`config.mk`:
```
export PLATFORM = sky130hd
export DESIGN_NAME = vga_sync_gen_flat
export DESIGN_NICKNAME = d
export VERILOG_FILES = /design/src/rtl/vga_sync_gen_if.sv /design/src/rtl/vga_sync_gen.sv /design/src/flat_wrapper.sv
export SDC_FILE = /design/constraint.sdc
export NUM_CORES = 1
export LEC_CHECK = 0
export ABC_AREA = 1
export BUFFER_PORTS_ARGS = -buffer_cell sky130_fd_sc_hd__buf_2
export CORE_ASPECT_RATIO = 0.9
export CORE_MARGIN = 1.5
export CORE_UTILIZATION = 60
export DETAILED_ROUTE_END_ITERATION = 6
export GPL_TIMING_DRIVEN = 0
export HOLD_SLACK_MARGIN = 0.06
export PLACE_DENSITY = 0.84
export SLEW_MARGIN = 20
export SYNTH_ARGS = -nofsm -noshare
export SYNTH_HDL_FRONTEND = slang
export SYNTH_SLANG_ARGS = --single-unit
```
`constraint.sdc`:
```
create_clock -name clock -period 3.62 [get_ports clock]
set_clock_uncertainty 0.2 [all_clocks]
set_input_delay 0.181 -clock clock [delete_from_list [all_inputs] [get_ports clock]]
set_output_delay 0.181 -clock clock [all_outputs]
set_load 0.03 [all_outputs]
```
`src/rtl/vga_sync_gen_if.sv`:
```
// Raster timing bundle: pixel strobe, scan coordinates, sync pins,
// blanking flag and end-of-frame strobe.
interface vga_sync_gen_if;
    logic       pixelTick;
    logic [9:0] pixelX;
    logic [9:0] pixelY;
    logic       hsync;
    logic       vsync;
    logic       videoOn;
    logic       frameTick;

    // Timing generator drives everything
    modport master (
        output pixelTick, pixelX, pixelY, hsync, vsync, videoOn, frameTick
    );

    // Drawing blocks, colour mux and game logic only observe
    modport slave (
        input  pixelTick, pixelX, pixelY, hsync, vsync, videoOn, frameTick
    );
endinterface

```
`src/rtl/vga_sync_gen.sv`:
```
// VGA raster timing generator: divides the system clock to the pixel rate,
// runs horizontal/vertical scan counters and produces registered sync and
// blanking outputs aligned with the coordinates.
module vga_sync_gen #(
    parameter int CLK_DIV   = 4,
    parameter int H_DISPLAY = 640,
    parameter int H_FRONT   = 16,
    parameter int H_SYNC    = 96,
    parameter int H_BACK    = 48,
    parameter int V_DISPLAY = 480,
    parameter int V_FRONT   = 10,
    parameter int V_SYNC    = 2,
    parameter int V_BACK    = 33
) (
    input  logic           clock,
    input  logic           reset,
    vga_sync_gen_if.master vga
);
    localparam int H_TOTAL = H_DISPLAY + H_FRONT + H_SYNC + H_BACK;
    localparam int V_TOTAL = V_DISPLAY + V_FRONT + V_SYNC + V_BACK;
    localparam int DIV_W   = (CLK_DIV > 1) ? $clog2(CLK_DIV) : 1;

    localparam logic [DIV_W-1:0] DIV_LAST = DIV_W'(CLK_DIV - 1);
    localparam logic [9:0] H_LAST   = 10'(H_TOTAL - 1);
    localparam logic [9:0] V_LAST   = 10'(V_TOTAL - 1);
    localparam logic [9:0] H_VIS    = 10'(H_DISPLAY);
    localparam logic [9:0] V_VIS    = 10'(V_DISPLAY);
    localparam logic [9:0] HS_FIRST = 10'(H_DISPLAY + H_FRONT);
    localparam logic [9:0] HS_LAST  = 10'(H_DISPLAY + H_FRONT + H_SYNC - 1);
    localparam logic [9:0] VS_FIRST = 10'(V_DISPLAY + V_FRONT);
    localparam logic [9:0] VS_LAST  = 10'(V_DISPLAY + V_FRONT + V_SYNC - 1);

    logic [DIV_W-1:0] div_q, div_d;
    logic [9:0]       x_q, x_d;
    logic [9:0]       y_q, y_d;
    logic             hs_q, hs_d;
    logic             vs_q, vs_d;
    logic             von_q, von_d;
    logic             tick;
    logic             line_end;

    // With CLK_DIV=1 the divider sits at 0 == DIV_LAST, so tick is constant high
    assign tick     = (div_q == DIV_LAST);
    assign line_end = tick && (x_q == H_LAST);

    // Next-state counters (compare-and-wrap) and outputs derived from them,
    // so the registered sync/blank flags line up with the new coordinates
    always_comb begin
        div_d = tick ? '0 : div_q + DIV_W'(1);

        x_d = x_q;
        if (tick) x_d = (x_q == H_LAST) ? 10'd0 : x_q + 10'd1;

        y_d = y_q;
        if (line_end) y_d = (y_q == V_LAST) ? 10'd0 : y_q + 10'd1;

        hs_d  = !((x_d >= HS_FIRST) && (x_d <= HS_LAST));
        vs_d  = !((y_d >= VS_FIRST) && (y_d <= VS_LAST));
        von_d = (x_d < H_VIS) && (y_d < V_VIS);
    end

    // State registers; reset lands on pixel (0,0), which is visible and unsynced
    always_ff @(posedge clock or posedge reset) begin
        if (reset) begin
            div_q <= '0;
            x_q   <= 10'd0;
            y_q   <= 10'd0;
            hs_q  <= 1'b1;
            vs_q  <= 1'b1;
            von_q <= 1'b1;
        end else begin
            div_q <= div_d;
            x_q   <= x_d;
            y_q   <= y_d;
            hs_q  <= hs_d;
            vs_q  <= vs_d;
            von_q <= von_d;
        end
    end

    assign vga.pixelTick = tick;
    assign vga.pixelX    = x_q;
    assign vga.pixelY    = y_q;
    assign vga.hsync     = hs_q;
    assign vga.vsync     = vs_q;
    assign vga.videoOn   = von_q;
    assign vga.frameTick = line_end && (y_q == V_LAST);
endmodule

```
`src/flat_wrapper.sv`:
```
// flat-port wrapper written by rule: the top's interface ports become plain ports
module vga_sync_gen_flat 
#(
    parameter int CLK_DIV   = 4,
    parameter int H_DISPLAY = 640,
    parameter int H_FRONT   = 16,
    parameter int H_SYNC    = 96,
    parameter int H_BACK    = 48,
    parameter int V_DISPLAY = 480,
    parameter int V_FRONT   = 10,
    parameter int V_SYNC    = 2,
    parameter int V_BACK    = 33
)
  (clock, reset, vga_pixelTick, vga_pixelX, vga_pixelY, vga_hsync, vga_vsync, vga_videoOn, vga_frameTick);
  vga_sync_gen_if vga_i ();
  input  logic clock;
  input  logic reset;
  output wire logic [$bits(vga_i.pixelTick)-1:0] vga_pixelTick;
  output wire logic [$bits(vga_i.pixelX)-1:0] vga_pixelX;
  output wire logic [$bits(vga_i.pixelY)-1:0] vga_pixelY;
  output wire logic [$bits(vga_i.hsync)-1:0] vga_hsync;
  output wire logic [$bits(vga_i.vsync)-1:0] vga_vsync;
  output wire logic [$bits(vga_i.videoOn)-1:0] vga_videoOn;
  output wire logic [$bits(vga_i.frameTick)-1:0] vga_frameTick;
  assign vga_pixelTick = vga_i.pixelTick;
  assign vga_pixelX = vga_i.pixelX;
  assign vga_pixelY = vga_i.pixelY;
  assign vga_hsync = vga_i.hsync;
  assign vga_vsync = vga_i.vsync;
  assign vga_videoOn = vga_i.videoOn;
  assign vga_frameTick = vga_i.frameTick;
  vga_sync_gen #(.CLK_DIV(CLK_DIV), .H_DISPLAY(H_DISPLAY), .H_FRONT(H_FRONT), .H_SYNC(H_SYNC), .H_BACK(H_BACK), .V_DISPLAY(V_DISPLAY), .V_FRONT(V_FRONT), .V_SYNC(V_SYNC), .V_BACK(V_BACK)) u_core (.clock(clock), .reset(reset), .vga(vga_i));
endmodule
```
# Yosys cells after proc, flatten, opt, wreduce, memory -nomap -nowiden
# Index checks and enable logic that the tools add are counted.
# classes
add_sub_neg,3
order_cmp,6
eq_ne,3
mux,5
reduce_logical,7
# op_table
cell,n
two-way mux 10 bit,4
"adder 10 x 1 -> 10 bit, second input constant",2
"equality test 10 bit, second input constant",2
">= comparator 10 bit, second input constant",1
">= comparator 10 x 9 -> 1 bit, second input constant",1
"<= comparator 10 bit, second input constant",1
"<= comparator 10 x 9 -> 1 bit, second input constant",1
"< comparator 10 bit, second input constant",1
"< comparator 10 x 9 -> 1 bit, second input constant",1
logical AND 1 bit,5
"adder 2 x 1 -> 2 bit, second input constant",1
"equality test 2 bit, second input constant",1
logical NOT 1 bit,2
two-way mux 2 bit,1
# word_totals
ff_bits,25
inputBits,2
output_inout_bits,25
word_cells,30

# Depth between registers and ports, before layout
# depth
word_depth,6
mapped_depth,13
depth_no_buf,12

# Worst setup path after synthesis
# OpenSTA, ideal clock, no wires.
# synth_timing
kind,flip-flop to output port
from,"reg u_core.x_q[0], in the netlist u_core.vga.pixelX[0]"
to,out vga_frameTick
arrival_time_ps,1773
t_required_ps,3239
setup_slack_ps,1466
stages_incl_launch_ff,7
path_buffers,1
cell_sequence,dfrtp_1 ha_1 nand2_1 nor2_4 nand4_4 buf_6 nor2_1
# synth_between
elab_chain_cells,3
# synth_lines
item,line_no,text
from (decl),vga_sync_gen.sv:34,"logic [9:0] x_q, x_d;"
from (signal assigned),vga_sync_gen.sv:66,x_q <= 10'd0;
from (signal assigned),vga_sync_gen.sv:73,x_q <= x_d;
equality test 10 bit,vga_sync_gen.sv:44,assign line_end = tick && (x_q == H_LAST);
logical AND 1 bit,vga_sync_gen.sv:44,
logical AND 1 bit,vga_sync_gen.sv:87,assign vga.frameTick = line_end && (y_q == V_LAST);
to (decl),flat_wrapper.sv:24,output wire logic [$bits(vga_i.frameTick)-1:0] vga_frameTick;
# No other way between the ends.

# Worst setup path after layout
# Same ends and word-level chain as after synthesis.

==> results.md <==
- Vias in the first global route: approximately 1200
- Syn_nets: ~230
- Clock Latency Late Sink: 320 ps
- CP Launch Type: register
- Setup_tns: 0 ps
- Register area: 629 um^2
- Top cells by count, synth: 77 x nand2_1, 44 x inv_1, 22 x dfrtp_1
- Uppermost layer routed: met4
- Sw Pwr: about 0.086 mW
- Iter 0 DRT Violations: 67
- Placed inst area: between 1500 and 2000 um^2
- Largest family of logic cells by synthesized area: simple AND/OR/NAND/NOR gates
- CTS Buf Count: 3
- Worst-path clk slew: around 130 ps
- Clock network fraction of design power: 0.299
- Top post-synthesis cells by area: dfrtp_1 34%, nand2_1 18%, inv_1 10%, nand3_1 5.3%, dfstp_2 4.9%
- Final slew viol count: 0
- Xor/xnor share of the synthesized area: 0.0272
- RSZ-0062 raised after global routing: false
- Yosys warns: 0
- Multi-input gate area: between 700 and 800 um^2
- FP Rows: 17
- Logic pwr share: 0.016
- Initial antenna violation count: 0
- Tightest Pin Transition: 920 ps
- Sequential share of power: 0.685
- I/O Pins: 27
- First-pass GRT wire length: about 5400 um
- Slew HR: 0.386
- Tot Pwr: 0.408 mW
- Final Hold Vio Count: 0
- Worst Hold Class: reg -> reg
- Pwr Density: about 230 nW/um^2
- Placed cells: 281
- CTS resizes: 0
- Leakage: between 1 and 1.5 nW
- CTS tree: yes
- Die ar.: 3000 um^2
- Tot GR Track Use: 0.240
- Area grow syn2layout: 12.6%
- #FFs+latches synth: 25
- DP HPWL: 2430 um
- Initial Util: 0.647
- Largest net degree at the start of global routing: 26
- Share of cells above drive strength 1: 0.186
- Post-synth EDFFs: 0
- Compound-cell area share of the yosys netlist: 0.0218
- Post-synthesis simple-gate area fraction: 0.413
- Final Cycle Share: 0.630
- Switching Share: 0.211
- Final ANT Viol Nets: 0
- Initial DRT Pass Iterations: 4
- Share of Yosys cell area claimed by the top area cell type: 0.342
- Primary FF master, synth: dfrtp_1
- Mux cell area share after synthesis: 0
- Horiz. Die Dim: 57.6 um
- Fin crit period: between 2000 and 2500 ps
- Nets: approximately 270
- H-tree Lvls: 1
- Most frequent cell after synthesis: nand2_1
- Avg Inst Size Synth: between 7 and 8 um^2
- Synth Instances: around 230
- Fraction of registers with async set/reset: 1.00
- Crit-path max FO: 10
- Cell area after synthesis: 1610 um^2
- Cell area after layout: around 1800 um^2
- M1 wire length: 1600 um
- Drt drc: 0
- Via density: 5.02
- Crit Path Class: reg -> out
- WL/cell: 11.1 um
- Gr ovfl total: 0
- Die height: 52.1 um
- Worst Path Required: between 3000 and 4000 ps
- Cell variety after synth: 26
- Post-Layout Cell Count: about 290
- Final setup fails: 0
- Fill cells: 216
- Final RePlAce weighted congestion: between 0.8 and 0.9
- Met2 Wirelength: around 1400 um
- IO Port Bufs: 26
- Max Cap Violations: 0
- Clock Tree Root: clkbuf_4
- Post-synth top area cell: dfrtp_1
- Internal power: 0.322 mW
- CTS Sinks: 25
- Worst EP arrival: 1900 ps
- Worst IR Drop VDD: about 0.27 mV
- R2R Setup Slk: 1570 ps
- DRT Wirelength: between 3000 and 4000 um
- Met3 routed wirelength: ~150 um
- Seq/Total Area, Yosys: 0.391
- Adder-Cell Fraction of Synth Area: 0.0311
- Outcome: completed
- Max clock buf depth: 2
- Post-layout util: 0.729
- Diodes inserted: 0
- Worst setup EP type: output port
- Fmax: approximately 0.44 GHz
- Core Area: ~2500 um^2
- Vias: about 1400
[worst max-delay path, stage by stage, from the launching register on]
cell	delay, ps
dfrtp_1	470
ha_1	240
nand2_1	100
nor2_4	140
nand4_4	150
buf_6	200
nor2_1	90
buf_2	190
[area by class of cell]
cell class | count | share of cell area
repair buffers | 27 | 0.0773
clock inverters | 1 | 0.00276
flip-flops and latches | 25 | 0.347
clock buffers | 3 | 0.0124
well taps | 28 | 0.0193
plain buffers | 2 | 0.0124
multi-input cells | 156 | 0.438
inverters | 44 | 0.0911
[worst paths after layout]
check / start / endpoint / cells after the start
max: u_core.vga.pixelX[0]$_DFF_PP0_ / vga_frameTick / 7
max reg2reg: u_core.vga.pixelX[0]$_DFF_PP0_ / u_core.vga.videoOn$_DFF_PP1_ / 11
min reg2reg: u_core.div_q[0]$_DFF_PP0_ / u_core.div_q[0]$_DFF_PP0_ / 1
max in group asynchronous: reset / u_core.vga.pixelY[1]$_DFF_PP0_ / 3
min in group asynchronous: reset / u_core.vga.pixelY[7]$_DFF_PP0_ / 3
min: u_core.div_q[0]$_DFF_PP0_ / u_core.div_q[0]$_DFF_PP0_ / 1
[power groups by stage]
stage / sequential, mW / clock, mW / combinational [mW]
2_1_floorplan: 0.285 / 0 / 0.00412
3_3_place_gp: 0.285 / 0 / 0.00600
3_5_place_dp: 0.285 / 0 / 0.00618
4_1_cts: 0.279 / 0.127 / 0.00701
5_1_grt: 0.280 / 0.138 / 0.00788
6_report: 0.279 / 0.122 / 0.00655
[logic make-up after synthesis]
family,after synthesis
compound gates,7
fa+ha+maj,4
buf+inv,46
flops,25
simple gates,140
xor+xnor,5
[placed cells by master (no fill, tap or decap)]
cell / count
clkbuf_4: 3
buf_2: 26
nand4_2: 1
inv_1: 44
xor2_1: 5
dfstp_2: 3
dfrtp_1: 22
clkinv_2: 1
nand3_2: 2
nor2_1: 20
a21oi_1: 3
nor4_1: 1
dlygate4sd3_1: 1
or2_1: 1
nor3_4: 1
nand4_4: 1
nor2_4: 2
buf_6: 2
and2_4: 1
nor3_2: 1
nand3b_1: 1
nor2_2: 3
nor3_1: 3
o21ai_0: 3
ha_1: 4
nand3_1: 17
nand2_1: 77
o21ai_1: 1
nand2_2: 1
nand4_1: 7
[flip-flops by register name, summed over array words and instances, names as in the netlist]
| name | cells |
|---|---|
| u_core.vga.pixelY | 10 |
| u_core.vga.hsync | 1 |
| u_core.div_q | 2 |
| u_core.vga.videoOn | 1 |
| u_core.vga.vsync | 1 |
| u_core.vga.pixelX | 10 |
[through the flow]
stage	setup slack, ps	hold slack (ps)
after floorplan	1470	6.10
after global placement	1640	221
after detailed placement	1610	222
after CTS	1320	242
after global routing	1180	252
final	1340	240
[layer usage]
layer  track usage  vias up
met5             0        -
met4        0.0581        0
met1         0.350      635
li1              -      758
met2         0.362       38
met3        0.0522        4
[what timing repair did]
| action | in CTS | in global routing |
|---|---|---|
| buffers inserted | 0 | 0 |
| hold buffers | 1 | 0 |
| endpoints found under the setup margin | 0 | 0 |
| endpoints found under the hold margin | 22 | 0 |
Note: power is estimated with default switching activity, not from simulation.
